--- src/rtl/sphere_contact_buffer_if.sv ---
// Outbound contact word stream: one 32-bit word per valid/ready beat, with
// out_last marking the ninth (final) word of each contact record.
`timescale 1ns/1ps
interface sphere_contact_buffer_if;
  logic [31:0] out_data;
  logic        out_valid;
  logic        out_ready;
  logic        out_last;

  modport master (output out_data, output out_valid, output out_last, input out_ready);
  modport slave  (input out_data, input out_valid, input out_last, output out_ready);
endinterface

--- src/rtl/sphere_contact_buffer.sv ---
// Contact-result FIFO between the sphere-sphere collision core and the CPU bridge.
// Optional macro CONTACT_STATS_EN adds hit_cnt/miss_cnt capture counters.
`timescale 1ns/1ps
module sphere_contact_buffer #(
  parameter int DEPTH = 8,
  parameter int CW    = 4
) (
  input  logic          clk,
  input  logic          rst,
  input  logic          done,
  input  logic          ret,
  input  logic [31:0]   cx,
  input  logic [31:0]   cy,
  input  logic [31:0]   cz,
  input  logic [31:0]   normalx,
  input  logic [31:0]   normaly,
  input  logic [31:0]   normalz,
  input  logic [31:0]   depth,
  input  logic [31:0]   g1,
  input  logic [31:0]   g2,
  sphere_contact_buffer_if.master out_if,
  output logic [CW-1:0] count,
  output logic          empty,
  output logic          full,
  output logic          overflow
`ifdef CONTACT_STATS_EN
  ,
  output logic [31:0]   hit_cnt,
  output logic [31:0]   miss_cnt
`endif
);

  localparam int AW = (DEPTH > 1) ? $clog2(DEPTH) : 1;
  localparam int NW = 9;

  typedef enum logic {IDLE, STREAM} state_t;

  logic          d1_q, d2_q, d3_q;
  logic          cap, push, pop, drop, full_w, empty_w;
  logic [31:0]   in_words [NW];
  logic [31:0]   mem_q [DEPTH][NW];

  logic [AW-1:0] wr_ptr_q, wr_ptr_d, rd_ptr_q, rd_ptr_d, rd_nxt;
  logic [CW-1:0] count_q, count_d;
  logic          overflow_q, overflow_d;
  state_t        state_q, state_d;
  logic [3:0]    idx_q, idx_d, idx_nxt;
  logic          out_valid_q, out_valid_d;
  logic          out_last_q, out_last_d;
  logic [31:0]   out_data_q, out_data_d;

  assign in_words[0] = cx;
  assign in_words[1] = cy;
  assign in_words[2] = cz;
  assign in_words[3] = normalx;
  assign in_words[4] = normaly;
  assign in_words[5] = normalz;
  assign in_words[6] = depth;
  assign in_words[7] = g1;
  assign in_words[8] = g2;

  assign cap     = d2_q & ~d3_q;
  assign full_w  = (count_q == CW'(DEPTH));
  assign empty_w = (count_q == '0);
  assign pop     = (state_q == STREAM) & out_valid_q & out_if.out_ready & (idx_q == 4'd8);
  // A final-word pop frees its slot this cycle, so a capture while full still fits.
  assign push    = cap & ret & (~full_w | pop);
  assign drop    = cap & ret & full_w & ~pop;
  assign rd_nxt  = rd_ptr_q + AW'(1);
  assign idx_nxt = idx_q + 4'd1;

  always_comb begin
    wr_ptr_d   = push ? wr_ptr_q + AW'(1) : wr_ptr_q;
    overflow_d = overflow_q | drop;
    count_d    = count_q;
    case ({push, pop})
      2'b10:   count_d = count_q + CW'(1);
      2'b01:   count_d = count_q - CW'(1);
      default: count_d = count_q;
    endcase
  end

  always_comb begin
    state_d     = state_q;
    idx_d       = idx_q;
    rd_ptr_d    = rd_ptr_q;
    out_valid_d = out_valid_q;
    out_last_d  = out_last_q;
    out_data_d  = out_data_q;
    case (state_q)
      IDLE: begin
        out_valid_d = 1'b0;
        out_last_d  = 1'b0;
        idx_d       = 4'd0;
        if (!empty_w) state_d = STREAM;
      end
      STREAM: begin
        if (!out_valid_q) begin
          out_valid_d = 1'b1;
          out_data_d  = mem_q[rd_ptr_q][idx_q];
          out_last_d  = (idx_q == 4'd8);
        end else if (out_if.out_ready) begin
          if (idx_q != 4'd8) begin
            idx_d      = idx_nxt;
            out_data_d = mem_q[rd_ptr_q][idx_nxt];
            out_last_d = (idx_q == 4'd7);
          end else begin
            rd_ptr_d   = rd_nxt;
            idx_d      = 4'd0;
            out_last_d = 1'b0;
            // Chain straight into the next entry only if it was written before
            // this cycle; an entry arriving now is picked up one cycle later.
            if (count_q > CW'(1)) begin
              out_data_d = mem_q[rd_nxt][0];
            end else begin
              out_valid_d = 1'b0;
              if (!push) state_d = IDLE;
            end
          end
        end
      end
      default: state_d = IDLE;
    endcase
  end

  always_ff @(posedge clk or negedge rst) begin
    if (!rst) begin
      d1_q        <= 1'b0;
      d2_q        <= 1'b0;
      d3_q        <= 1'b0;
      wr_ptr_q    <= '0;
      count_q     <= '0;
      overflow_q  <= 1'b0;
    end else begin
      d1_q        <= done;
      d2_q        <= d1_q;
      d3_q        <= d2_q;
      wr_ptr_q    <= wr_ptr_d;
      count_q     <= count_d;
      overflow_q  <= overflow_d;
    end
  end

  always_ff @(posedge clk or negedge rst) begin
    if (!rst) begin
      state_q     <= IDLE;
      idx_q       <= 4'd0;
      rd_ptr_q    <= '0;
      out_valid_q <= 1'b0;
      out_last_q  <= 1'b0;
      out_data_q  <= '0;
    end else begin
      state_q     <= state_d;
      idx_q       <= idx_d;
      rd_ptr_q    <= rd_ptr_d;
      out_valid_q <= out_valid_d;
      out_last_q  <= out_last_d;
      out_data_q  <= out_data_d;
    end
  end

  always_ff @(posedge clk) begin
    if (push) begin
      for (int w = 0; w < NW; w++) mem_q[wr_ptr_q][w] <= in_words[w];
    end
  end

`ifdef CONTACT_STATS_EN
  logic [31:0] hit_cnt_q, hit_cnt_d, miss_cnt_q, miss_cnt_d;

  always_comb begin
    hit_cnt_d  = hit_cnt_q + {31'd0, cap & ret};
    miss_cnt_d = miss_cnt_q + {31'd0, cap & ~ret};
  end

  always_ff @(posedge clk or negedge rst) begin
    if (!rst) begin
      hit_cnt_q  <= '0;
      miss_cnt_q <= '0;
    end else begin
      hit_cnt_q  <= hit_cnt_d;
      miss_cnt_q <= miss_cnt_d;
    end
  end

  assign hit_cnt  = hit_cnt_q;
  assign miss_cnt = miss_cnt_q;
`endif

  assign count             = count_q;
  assign empty             = empty_w;
  assign full              = full_w;
  assign overflow          = overflow_q;
  assign out_if.out_data   = out_data_q;
  assign out_if.out_valid  = out_valid_q;
  assign out_if.out_last   = out_last_q;

endmodule
--- src/flat_wrapper.sv ---
// flat-port wrapper written by rule: the top's interface ports become plain ports
module sphere_contact_buffer_flat 
#(
  parameter int DEPTH = 8,
  parameter int CW    = 4
)
  (clk, rst, done, ret, cx, cy, cz, normalx, normaly, normalz, depth, g1, g2, count, empty, full, overflow, out_if_out_data, out_if_out_valid, out_if_out_last, out_if_out_ready);
  sphere_contact_buffer_if out_if_i ();
  input  logic clk;
  input  logic rst;
  input  logic done;
  input  logic ret;
  input  logic [31:0] cx;
  input  logic [31:0] cy;
  input  logic [31:0] cz;
  input  logic [31:0] normalx;
  input  logic [31:0] normaly;
  input  logic [31:0] normalz;
  input  logic [31:0] depth;
  input  logic [31:0] g1;
  input  logic [31:0] g2;
  output logic [CW-1:0] count;
  output logic empty;
  output logic full;
  output logic overflow;
  output wire logic [$bits(out_if_i.out_data)-1:0] out_if_out_data;
  output wire logic [$bits(out_if_i.out_valid)-1:0] out_if_out_valid;
  output wire logic [$bits(out_if_i.out_last)-1:0] out_if_out_last;
  input wire logic [$bits(out_if_i.out_ready)-1:0] out_if_out_ready;
  assign out_if_out_data = out_if_i.out_data;
  assign out_if_out_valid = out_if_i.out_valid;
  assign out_if_out_last = out_if_i.out_last;
  assign out_if_i.out_ready = out_if_out_ready;
  sphere_contact_buffer #(.DEPTH(DEPTH), .CW(CW)) u_core (.clk(clk), .rst(rst), .done(done), .ret(ret), .cx(cx), .cy(cy), .cz(cz), .normalx(normalx), .normaly(normaly), .normalz(normalz), .depth(depth), .g1(g1), .g2(g2), .out_if(out_if_i), .count(count), .empty(empty), .full(full), .overflow(overflow));
endmodule
--- config.mk ---
export PLATFORM = sky130hd
export DESIGN_NAME = sphere_contact_buffer_flat
export DESIGN_NICKNAME = d
export VERILOG_FILES = /design/src/rtl/sphere_contact_buffer_if.sv /design/src/rtl/sphere_contact_buffer.sv /design/src/flat_wrapper.sv
export SDC_FILE = /design/constraint.sdc
export NUM_CORES = 2
export LEC_CHECK = 0
export CORE_ASPECT_RATIO = 0.6
export CORE_MARGIN = 2
export CORE_UTILIZATION = 31
export CTS_BUF_LIST = sky130_fd_sc_hd__clkbuf_8 sky130_fd_sc_hd__clkbuf_16
export DETAILED_ROUTE_END_ITERATION = 12
export SKIP_LAST_GASP = 1
export SLEW_MARGIN = 10
export SYNTH_ARGS = -nofsm -noshare
export SYNTH_HDL_FRONTEND = slang
export SYNTH_SLANG_ARGS = --single-unit
--- constraint.sdc ---
create_clock -name clk -period 34.8 [get_ports clk]
set_clock_uncertainty 0.1 [all_clocks]
set_input_delay 5.22 -clock clk [delete_from_list [all_inputs] [get_ports clk]]
set_output_delay 5.22 -clock clk [all_outputs]
set_load 0.02 [all_outputs]
==> flow_summary.ini <==
[status]
status = finished, final reports clean

[synth]
syn_area_sq_um = 95100
ys_seq_area_share_pct = 74.2
avgSynthCellArea_sq_um = 20.4
synth_nets = 4952
syn-instance-count = 4651
ys_warn_count = 0
synthDistinctLibCells = 69
async_reset_ff_share_pct = 2.25
synth-edff-count = 2304
synth_ff_type = edfxtp_1
ys_ff_latch = 2357

[hold_path]
holdPathEnd = u_core.d2_q$_DFF_PN0_
min-delay-start = u_core.d1_q$_DFF_PN0_
hold_depth = 0
hp-class = flop to flop

[critical_path]
crit_top_cell = buf_4
endpoint_kind = flop
r2r_slack_ns = 28.75
cp.arrival_ns = 9.84
worstPathCellList = clkdlybuf4s50_1 -> nand3_1 -> or2_2 -> a21oi_1 -> nand2_1 -> nor3b_2 -> buf_4 -> buf_12 -> buf_4
r2r-end = u_core.out_if.out_data[0]$_DFFE_PN0P_
worst-path-max-fanout = 119
cp_slowest_cell = buf_4
crit_required_ns = 35.18
rr_worst_depth = 10
r2r-start = u_core.rd_ptr_q[0]$_DFFE_PN0P_
critical_path_class = primary input to flop
critPathLaunchType = primary input
max_stage_delay_ns = 0.91

[clock_network]
cts_max_level = 4
cts_setup_buffers = 0
cts.sinks = 2357
cts_made_buffers = 229
ctsResizeCount = 0
hold_buffers = 0
clkTransAtPathRegs_ns = 0.06
cts_root_buf = clkbuf_16
cts_tree = yes
clk_path_buf_depth = 3
insertion_delay_ns = 0.87

[grt]
gr-usage-met3_pct = 5.74
grtUsageMet1_pct = 25.3
grt_util_all_layers_pct = 17.1
grt_antenna_before_repair = 126
first_global_vias = 47439
overflow = 0
grt_start_max_net_pins = 131
grt.busiest_layer = met1
grtUsageMet2_pct = 24.2
grt_pass1_wl_um = 380000

[place]
dpl-instance-area_sq_um = 103000
routabilityCongestion = 0.884
port_buffers = 333
dpl.hpwl_um = 173000

[pwr]
p_per_area_nw_per_um2 = 79.8
ir_drop_mv = 0.0800
p_leak_nw = 34.8
post-layout-total-power_mw = 8.80

[sta]
worst_pin_slew_ns = 1.21
final-hold-violation-count = 0
relSlewSlack_pct = 18.4
drv_slew = 0
finalSetupViolations = 0
fmax_mhz = 106
rsz0062_at_grt = no
finalCritPeriodShare_pct = 27.2
post-route-min-period_ns = 9.46
setup_tns_ns = 0

[finish]
post-route-util_pct = 36.1
design_area_sq_um = 110000
fillers = 27698
nNetsFinal = 5320
area_growth_syn_to_layout_pct = 15.9
drive_above_1_share_pct = 21.5

[drt]
antenna_left = 0
drt-wirelength-per-cell_um = 29.5
dr.pass1.iters = 8
viasPerCell = 5.33
finalWirelength_um = 274000
route.detailed.drc = 0
via_count = 49505
drt_iter0_drc = 6150

[floorplanning]
coreArea_sq_um = 305000
die_area_sq_um = 311000
fp-row-count = 157
io_pins = 334
initial_core_util_pct = 31.2
die_x_um = 719
dieHeight_um = 433

[job]
maxCapViolCount = 0
-- cell usage in the layout, fill, tap and decap left out, drive strengths merged, types with 53 or more instances in the layout --
master	count
edfxtp	2304
mux4	645
clkdlybuf4s50	332
nand2	326
mux2i	237
clkbuf	233
nor2	169
clkinv	113
o22ai	98
a21oi	90
buf	84
inv	61
o21ai	57
dfrtp	53
-- cells in the mapped netlist, types with 9 or more instances --
master     instances  area (sq um)
a2111oi_1         12           120
a211oi_1          21           158
a21oi_1           90           450
a221oi_1          14           123
a22oi_1           17           128
buf_1             24          90.1
buf_2             99           495
buf_4             41           308
buf_6             23           259
clkbuf_1          89           334
dfrtp_1           53          1330
edfxtp_1        2304         69200
mux2_2            27           304
mux2i_1          237          2370
mux4_2           645         14500
nand2_1          325          1220
nand3_1           45           225
nor2_1           168           631
nor2b_1           10          62.6
nor3_1            37           185
nor4_1            14          87.6
o2111ai_1         10          87.6
o211ai_1          40           300
o21ai_0           55           275
o221ai_1           9          78.8
o22a_1            16           140
o22ai_1           98           613
xnor2_1            9          78.8
-- metal layers --
| layer | part of all wire [%] | wire length, um | up-vias |
|---|---|---|---|
| met2 | 42 | 116000 | 2428 |
| li1 | - | - | 20247 |
| met1 | 44 | 121000 | 26206 |
| met4 | 2.6 | 7180 | 88 |
| met3 | 11 | 29500 | 536 |
| met5 | 0.21 | 577 | - |
-- worst max path at each step --
| stage | slack (ns) | startpoint | to |
|---|---|---|---|
| floorplan | 6.20 | out_if_out_ready | u_core.mem_q[3][0]$_DFFE_PP_ |
| global placement | 24.50 | out_if_out_ready | u_core.mem_q[5][252]$_DFFE_PP_ |
| detailed placement | 24.56 | ret | u_core.mem_q[5][252]$_DFFE_PP_ |
| CTS | 25.48 | ret | u_core.mem_q[5][285]$_DFFE_PP_ |
| global route | 25.16 | out_if_out_ready | u_core.mem_q[5][266]$_DFFE_PP_ |
| finish | 25.34 | out_if_out_ready | u_core.mem_q[5][116]$_DFFE_PP_ |
-- layout make-up --
class	count	area (sq um)	area share, %
Tap cell	4054	5070	4.60
Clock buffer	233	5820	5.28
Clock inverter	191	1430	1.30
Inverter	10	47.5	0.0431
Multi-Input combinational cell	2005	23200	21.0
Timing Repair Buffer	416	4140	3.76
Antenna cell	17	42.5	0.0386
Sequential cell	2357	70500	64.0
-- flip-flops by register name, indices dropped and copies added, names as in the netlist --
signal and cells:
u_core.count 4, u_core.d1_q 1, u_core.d2_q 1, u_core.d3_q 1
u_core.idx_q 4, u_core.mem_q 2304, u_core.out_if.out_data 32, u_core.out_if.out_last 1
u_core.out_if.out_valid 1, u_core.overflow 1, u_core.rd_ptr_q 3, u_core.state_q 1
u_core.wr_ptr_q 3
-- metrics by stage --
stage | instances | worst slack (ns) | hold WS (ns)
after floorplan | 4651 | 6.20 | 0.231
after global placement | 8842 | 24.50 | 0.236
after detailed placement | 8842 | 24.56 | 0.248
after CTS | 9266 | 25.48 | 0.252
after global routing | 9272 | 25.16 | 0.265
final | 9283 | 25.34 | 0.250
-- logic make-up (layout without fill, tap and decap cells) --
group                    after synthesis  after routing  share of synthesized area, %
flip-flops                          2357           2357                          74.2
multiplexers                         909            909                          18.1
AND/OR/NAND/NOR                      639            639                          2.83
AO/OA/AOI/OAI                        436            436                          3.06
buffers and inverters                289            850                          1.64
XOR/XNOR                              13             13                         0.120
adder cells (fa/ha/maj)                8              8                         0.105
other                                  0             17                             0
-- report_power, final --
group	internal [mW]	switching, mW
Sequential	3.26	0.126
Clock	1.35	1.05
Combinational	1.17	1.85
-- worst max-delay path, delay by kind of cell --
family | cells | cell delay, ns
AOI/OAI and AO/OA | 1 | 0.38
buffers and inverters | 4 | 2.72
and+or+nand+nor | 4 | 1.03
Power figures use the tool's default switching activity.
